--- config.mk ---
export PLATFORM = sky130hd
export DESIGN_NAME = cla_nibble_serial_adder
export DESIGN_NICKNAME = d
export VERILOG_FILES = /design/src/rtl/cla_nibble_serial_adder.sv
export SDC_FILE = /design/constraint.sdc
export NUM_CORES = 1
export LEC_CHECK = 0
export CAP_MARGIN = 10
export CELL_PAD_IN_SITES_DETAIL_PLACEMENT = 1
export CELL_PAD_IN_SITES_GLOBAL_PLACEMENT = 2
export CORE_MARGIN = 2
export CORE_UTILIZATION = 30
export DETAILED_ROUTE_END_ITERATION = 12
export HOLD_SLACK_MARGIN = 0.03
export PLACE_DENSITY = 0.84
export RECOVER_POWER = 100
export SYNTH_ARGS = -nofsm -noshare
export SYNTH_HDL_FRONTEND = slang
export SYNTH_HIERARCHICAL = 1
export SYNTH_SLANG_ARGS = --single-unit
--- constraint.sdc ---
create_clock -name clk -period 2.2 [get_ports clk]
set_clock_uncertainty 0.05 [all_clocks]
set_input_delay 0.55 -clock clk [delete_from_list [all_inputs] [get_ports clk]]
set_output_delay 0.55 -clock clk [all_outputs]
set_load 0.05 [all_outputs]
--- src/rtl/cla_nibble_serial_adder.sv ---
// Nibble-serial wide adder: feeds one 4-bit slice per cycle through a single CLA, LSB slice first.
// Optional signed-overflow output enabled by defining CLA_SERIAL_OVF_EN.

module carry_look_ahead_adder (
    input  logic [3:0] i_a,
    input  logic [3:0] i_b,
    input  logic       i_cin,
    output logic [3:0] o_sum_c,
    output logic       o_cout_c
);
    logic [3:0] w_p;
    logic [3:0] w_g;
    logic [4:0] w_c;

    assign w_p = i_a ^ i_b;
    assign w_g = i_a & i_b;

    // Flat two-level carry equations; no ripple between bit positions.
    assign w_c[0] = i_cin;
    assign w_c[1] = w_g[0] | (w_p[0] & w_c[0]);
    assign w_c[2] = w_g[1] | (w_p[1] & w_g[0]) | (w_p[1] & w_p[0] & w_c[0]);
    assign w_c[3] = w_g[2] | (w_p[2] & w_g[1]) | (w_p[2] & w_p[1] & w_g[0])
                  | (w_p[2] & w_p[1] & w_p[0] & w_c[0]);
    assign w_c[4] = w_g[3] | (w_p[3] & w_g[2]) | (w_p[3] & w_p[2] & w_g[1])
                  | (w_p[3] & w_p[2] & w_p[1] & w_g[0])
                  | (w_p[3] & w_p[2] & w_p[1] & w_p[0] & w_c[0]);

    assign o_sum_c  = w_p ^ w_c[3:0];
    assign o_cout_c = w_c[4];
endmodule

module cla_nibble_serial_adder #(
    parameter int unsigned WIDTH = 16
) (
    input  logic             clk,
    input  logic             rst,
    input  logic             in_valid,
    output logic             in_ready,
    input  logic [WIDTH-1:0] in_a,
    input  logic [WIDTH-1:0] in_b,
    input  logic             in_cin,
    output logic             out_valid,
    input  logic             out_ready,
    output logic [WIDTH-1:0] out_sum,
    output logic             out_cout,
    output logic             busy
`ifdef CLA_SERIAL_OVF_EN
    ,
    output logic             out_ovf
`endif
);
    localparam int unsigned N     = WIDTH / 4;
    localparam int unsigned CNT_W = (N > 1) ? $clog2(N) : 1;

    typedef enum logic [1:0] {
        S_IDLE = 2'd0,
        S_RUN  = 2'd1,
        S_DONE = 2'd2
    } state_t;

    state_t             r_state;
    state_t             w_state_nxt;
    logic               w_in_ready_nxt;
    logic               w_out_valid_nxt;
    logic               w_busy_nxt;

    logic [CNT_W-1:0]   r_cnt;
    logic [WIDTH-1:0]   r_a;
    logic [WIDTH-1:0]   r_b;
    logic [WIDTH-1:0]   r_sum;
    logic               r_carry;
    logic [WIDTH-1:0]   r_out_sum;
    logic               r_out_cout;
    logic               r_out_valid;
    logic               r_in_ready;
    logic               r_busy;

    logic [3:0]         w_cla_sum;
    logic               w_cla_cout;
    logic               w_last;
    logic [WIDTH-1:0]   w_sum_shift;

    carry_look_ahead_adder u_cla (
        .i_a      (r_a[3:0]),
        .i_b      (r_b[3:0]),
        .i_cin    (r_carry),
        .o_sum_c  (w_cla_sum),
        .o_cout_c (w_cla_cout)
    );

    assign w_last      = (r_cnt == CNT_W'(N - 1));
    // New nibble enters at the top; after N shifts the full sum is aligned.
    assign w_sum_shift = (r_sum >> 4) | (WIDTH'(w_cla_sum) << (WIDTH - 4));

    // State and handshake flag registers.
    always_ff @(posedge clk or posedge rst) begin
        if (rst) begin
            r_state     <= S_IDLE;
            r_in_ready  <= 1'b1;
            r_out_valid <= 1'b0;
            r_busy      <= 1'b0;
        end else begin
            r_state     <= w_state_nxt;
            r_in_ready  <= w_in_ready_nxt;
            r_out_valid <= w_out_valid_nxt;
            r_busy      <= w_busy_nxt;
        end
    end

    // Next-state and next-flag decode.
    always_comb begin
        w_state_nxt     = r_state;
        w_in_ready_nxt  = 1'b0;
        w_out_valid_nxt = 1'b0;
        w_busy_nxt      = 1'b0;
        case (r_state)
            S_IDLE:  if (in_valid)  w_state_nxt = S_RUN;
            S_RUN:   if (w_last)    w_state_nxt = S_DONE;
            S_DONE:  if (out_ready) w_state_nxt = S_IDLE;
            default:                w_state_nxt = S_IDLE;
        endcase
        w_in_ready_nxt  = (w_state_nxt == S_IDLE);
        w_out_valid_nxt = (w_state_nxt == S_DONE);
        w_busy_nxt      = (w_state_nxt != S_IDLE);
    end

    // Operand shifters, carry chain register and result capture.
    always_ff @(posedge clk or posedge rst) begin
        if (rst) begin
            r_cnt      <= '0;
            r_a        <= '0;
            r_b        <= '0;
            r_sum      <= '0;
            r_carry    <= 1'b0;
            r_out_sum  <= '0;
            r_out_cout <= 1'b0;
        end else begin
            case (r_state)
                S_IDLE: begin
                    if (in_valid) begin
                        r_a     <= in_a;
                        r_b     <= in_b;
                        r_carry <= in_cin;
                        r_cnt   <= '0;
                    end
                end
                S_RUN: begin
                    r_a     <= r_a >> 4;
                    r_b     <= r_b >> 4;
                    r_sum   <= w_sum_shift;
                    r_carry <= w_cla_cout;
                    r_cnt   <= r_cnt + CNT_W'(1);
                    if (w_last) begin
                        r_out_sum  <= w_sum_shift;
                        r_out_cout <= w_cla_cout;
                    end
                end
                default: ;
            endcase
        end
    end

`ifdef CLA_SERIAL_OVF_EN
    logic r_a_msb;
    logic r_b_msb;
    logic r_out_ovf;

    // Operand MSBs are shifted away during RUN, so keep copies for the flag.
    always_ff @(posedge clk or posedge rst) begin
        if (rst) begin
            r_a_msb   <= 1'b0;
            r_b_msb   <= 1'b0;
            r_out_ovf <= 1'b0;
        end else begin
            if (r_state == S_IDLE && in_valid) begin
                r_a_msb <= in_a[WIDTH-1];
                r_b_msb <= in_b[WIDTH-1];
            end
            if (r_state == S_RUN && w_last) begin
                r_out_ovf <= (r_a_msb == r_b_msb) && (w_sum_shift[WIDTH-1] != r_a_msb);
            end
        end
    end

    assign out_ovf = r_out_ovf;
`endif

    assign in_ready  = r_in_ready;
    assign out_valid = r_out_valid;
    assign busy      = r_busy;
    assign out_sum   = r_out_sum;
    assign out_cout  = r_out_cout;
endmodule

# Word level (Yosys, flattened, before mapping)
# Cells that the tools add are included.
# Widths: inputs -> output; s select.
word_totals:
  out_inout_bits: 20
  in_bits: 37
  wordCells: 65
  ff_bits: 73
op_classes:
  n_eq_ne: 5
  n_bitwise: 30
  mux: 12
  reduce_logical: 6
  add_sub_neg: 1
op_table:
  columns: ["op", "n"]
  rows:
  - ["$pmux 16 s2", 2]
  - ["$mux 16", 2]
  - ["$and 1x1->1", 16]
  - ["$or 12x16->16", 1]
  - ["$or 1x1->1", 10]
  - ["$mux 2", 4]
  - ["$xor 4x4->4", 2]
  - ["$eq 2x2->1 const B", 3]
  - ["$pmux 2 s3", 1]
  - ["$and 4x4->4", 1]
  - ["$logic_not 2->1", 2]
  - ["$pmux 2 s2", 1]
  - ["$reduce_and 2->1", 2]
  - ["$reduce_bool 2->1", 2]
  - ["$add 2x1->2 const B", 1]
  - ["$eq 2x1->1 const B", 1]
  - ["$ne 2x2->1 const B", 1]
  - ["$pmux 1 s2", 1]
  - ["$mux 1", 1]

# Depth between registers and ports, before layout
logic_depth:
  word_depth: 7
  ltp_mapped: 6
  ltp_nobuf: 6

# Hierarchy
# Netlist, hierarchy kept.
modules_own_cells:
  columns: ["module", "seq_area_each_um2", "cells_each", "instances", "area_per_inst_um2"]
  rows:
  - ["cla_nibble_serial_adder", 1727.9, 262, 1, 2904.0]
  - ["carry_look_ahead_adder", 0.0, 17, 1, 147.6]

# Worst setup path after synthesis
# OpenSTA, ideal clock, no wires.
synth_timing:
  path_kind: "register to register"
  startpoint: "register r_a[0]"
  endpoint: "register r_out_cout, in the netlist out_cout"
  period_less_slack_ns: 1.674
  path_slack_ns: 0.526
  path_stages_with_launch: 6
  setup_time_ns: 0.125
  arrival_ns: 1.499
  required_time_ns: 2.025
  path_buffers: 0
  path_cell_list: "dfrtp_1 ha_1 a21o_1 a31o_1 a21o_1 mux2_2"
synth_via:
  elab_chain_len: 4
  word_cells_on_any_way: 7
  cone_classes: "bitwise (7)"
synth_rtl:
  columns: ["element", "line", "source"]
  rows:
  - ["from (decl)", "68", "logic [WIDTH-1:0] r_a;"]
  - ["from (signal assigned)", "141", "r_a <= in_a;"]
  - ["from (signal assigned)", "148", "r_a <= r_a >> 4;"]
  - ["$and 4x4->4 / $xor 4x4->4 (equally long branches)", "16, 15", null]
  - ["$and 1x1->1, on equally long branches", "25, 26", null]
  - ["$or 1x1->1 / $and 1x1->1 (equally long branches)", "25, 26", null]
  - ["$or 1x1->1 (*)", "26", "| (w_p[3] & w_p[2] & w_p[1] & w_p[0] & w_c[0]);"]
  - ["via w_cla_cout", "79", "logic w_cla_cout;"]
  - ["to (signal assigned)", "155", "r_out_cout <= w_cla_cout;"]
  - ["to (decl)", "73", "logic r_out_cout;"]
# Mark *: on every way through the listed nets, which the timed path passes. The rest lies on a longest branch.
# A chain may end at the register's enable or synchronous reset.

# Worst setup path after layout
layout_timing:
  startpoint: "register r_out_cout, in the netlist out_cout"
  endpoint: "output port out_cout"
layout_rtl:
  columns: ["element", "line", "source"]
  rows:
  - ["to (decl)", "45", "output logic out_cout,"]
# No word-level cell between the ends.

==> flow_summary.yaml <==
synthesis:
  muxShareOfSynthArea_pct: 7.26
  ys_top_cells_by_area: "dfrtp_1 56%, o32ai_1 6.3%, nand2_1 5.7%"
  yosys_register_bits: 69
  synth_area_um2: 3050
  synth_cell_types: 35
  synth-simple-area-share_pct: 12.0
  seq_area_frac_synth_pct: 56.6
  synthXorXnorAreaFrac_pct: 0.861
  avgSynthCellArea_um2: 10.9
  synthArstFlopShare_pct: 100
  yosys.cell_count.top_type: "dfrtp_1"
  synth_fa_ha_area_share_pct: 2.71
  synth_warnings: 6
  yosysTopAreaCellShare_pct: 55.8
  synthCells: 279
  synth_edf_count: 0
  synth_compound_area_share_pct: 16.6
  synth_top_family_by_area: "compound AO/OA/AOI/OAI gates"
  yosys-top-cells-count: "68 x dfrtp_1, 46 x nand2_1, 26 x nor2_1"
  ys.flop_type: "dfrtp_1"
  synth_top_area_cell: "dfrtp_1"
  synth_nets: 322
clock_network:
  clock_sinks: 69
  cts_resized: 0
  cts_root_buf: "clkbuf_8"
  cts_max_level: 3
  clkSlewWorstSetupHoldPaths_ps: 80
  clock_path_buffers: 2
  cts_inserted_buffers: 9
  cts_tree: "built"
  clk_latency_ps: 340
  cts_setup_buffers: 0
  hold_buffers: 0
drt:
  antenna_left: 0
  drc: 0
  first_iter_violations: 87
  viasPerCell: 4.97
  vias: 2352
  firstDrtPassIters: 4
  wl_per_cell_um: 15.6
  wl_um: 7400
global_route:
  grt_overflow: 0
  grt_pass1_wl_um: 12400
  grtUsageMet3_pct: 4.24
  met2_usage_pct: 22.9
  grt_usage_pct: 14.2
  grt_max_degree: 40
  top_usage_layer: "met2"
  antenna_found_initial: 0
  met1_usage_pct: 18.7
  grt_pass1_vias: 2437
timing:
  slew_violations: 0
  rsz0062_at_grt: "no"
  fmax_ghz: 0.470
  tns_ps: 0
  setup_viol: 0
  worstMarginPinSlew_ps: 885
  hold_viol_final: 0
  holdWs_ps: 424
  max_slew_margin_pct: 40.6
  fin_crit_ps: 2130
  period_share_pct: 96.7
worst_setup_path:
  worstPathArrival_ps: 1530
  r2r_start: "r_state[0]"
  cp-end-kind: "output port"
  r2r_end: "r_b[11]"
  required_ps: 1600
  slowest_stage: "clkdlybuf4s50_1"
  critical_path.cell_chain: "clkdlybuf4s50_1"
  cp_slowest_stage_delay_ps: 820
  path_buf_inv: 1
  rrSetupSlack_ps: 220
  reg2reg_depth: 5
  critPathMaxFanout: 2
  start_kind: "flip-flop"
  path_class: "reg2out"
  crit_family: "buffers and inverters"
layout:
  layout-drive-gt1-share_pct: 10.6
  finalNetCount: 378
  final_core_util_pct: 40.0
  diodes: 0
  syn_to_final_growth_pct: 28.9
worst_hold_path:
  min-delay-start: "r_sum[5]"
  hold_path_depth: 2
  hold_path.class: "reg2reg"
  worstHoldEndpoint: "r_sum[5]"
outcome:
  status: "completed"
flow_run:
  cap_violations: 0
pwr:
  p_total_uw: 6480
  p_per_area_nw_per_um2: 1650
  vdd_drop_max_mv: 0.501
  leakage_uw: 0.00170
die:
  dieArea_um2: 11000
  start_util_pct: 31.1
  fp.dieW_um: 105
  die_h_um: 105
  ios: 57
  core_area_um2: 9820
  num_rows: 36
placement:
  dp_hpwl_um: 5020
  gp_congestion: 0.750
  numPortBuffers: 56
layer usage:
layer  vias to the layer above  share of wire (%)  routed length (um)
met3                         4                3.8                 279
met4                         0               0.50                  37
met5                         -                  0                   0
met1                      1185                 47                3450
li1                       1107                  -                   -
met2                        56                 49                3620
sequential cells by signal (all words and copies together), names as in the netlist, 2 cells and up:
register	flops
r_b	16
out_sum	16
r_cnt	2
r_state	2
r_sum	12
r_a	16
stage by stage:
stage	instance area [um^2]	setup slack [ps]	std cells
floorplan	3060	526	279
global placement	3770	267	457
detailed placement	3770	187	457
CTS	3990	43.9	473
global route	3930	14.9	473
finish	3930	71.6	473
cell usage in the layout, fill, tap and decap left out, types with 3 or more instances in the layout:
cell type        netlist  routed
a21o_1                 3       3
nor2_1                26      26
a21oi_1                5       5
dfrtp_1               68      68
nand2_1               46      46
clkdlybuf4s50_1        0      52
clkbuf_8               0       9
o32ai_1               22      22
nand2b_1               4       4
clkbuf_1               7       3
ha_1                   5       5
buf_4                  0       3
mux2_2                 9       9
mux2_1                 0       8
o22ai_1               22      22
inv_1                  8       7
o21ai_0               12      13
dlygate4sd3_1          0       3
worst register-to-register path, stage by stage, from the launching register on:
cell and delay [ps]:
dfrtp_1 380, clkbuf_4 330, nand2b_1 200, clkbuf_2 620, o22ai_1 200, nor2_1 140
worst max path at each step:
stage / end / slack (ps) / startpoint / cells after the start
after global routing: out_cout / 10 / out_cout / 1
after global placement: r_a[11] / 270 / in_valid / 4
after detailed placement: r_a[11] / 190 / in_valid / 4
after floorplan: out_cout / 530 / r_a[0] / 5
final: out_cout / 70 / out_cout / 1
after CTS: out_cout / 40 / out_cout / 1
power by group:
part	leakage [uW]	switching, uW	internal, uW
Clock	0.000102	495	639
Combinational	0.000760	1860	1190
Sequential	0.000840	416	1880
layout make-up:
cell class | instances | area, um^2
clock buffers | 10 | 128
clock inverters | 6 | 88.8
fillers | 1133 | 5890
inverters | 8 | 31.3
multi-input cells | 183 | 1170
flip-flops and latches | 69 | 1730
well taps | 133 | 166
repair buffers | 64 | 618
kinds of logic after synthesis:
group,count (synthesis)
simple gates,85
fa+ha+maj,6
compound gates,72
buf+inv,27
xor+xnor,3
mux,17
flops,69
Power figures use the tool's default switching activity.
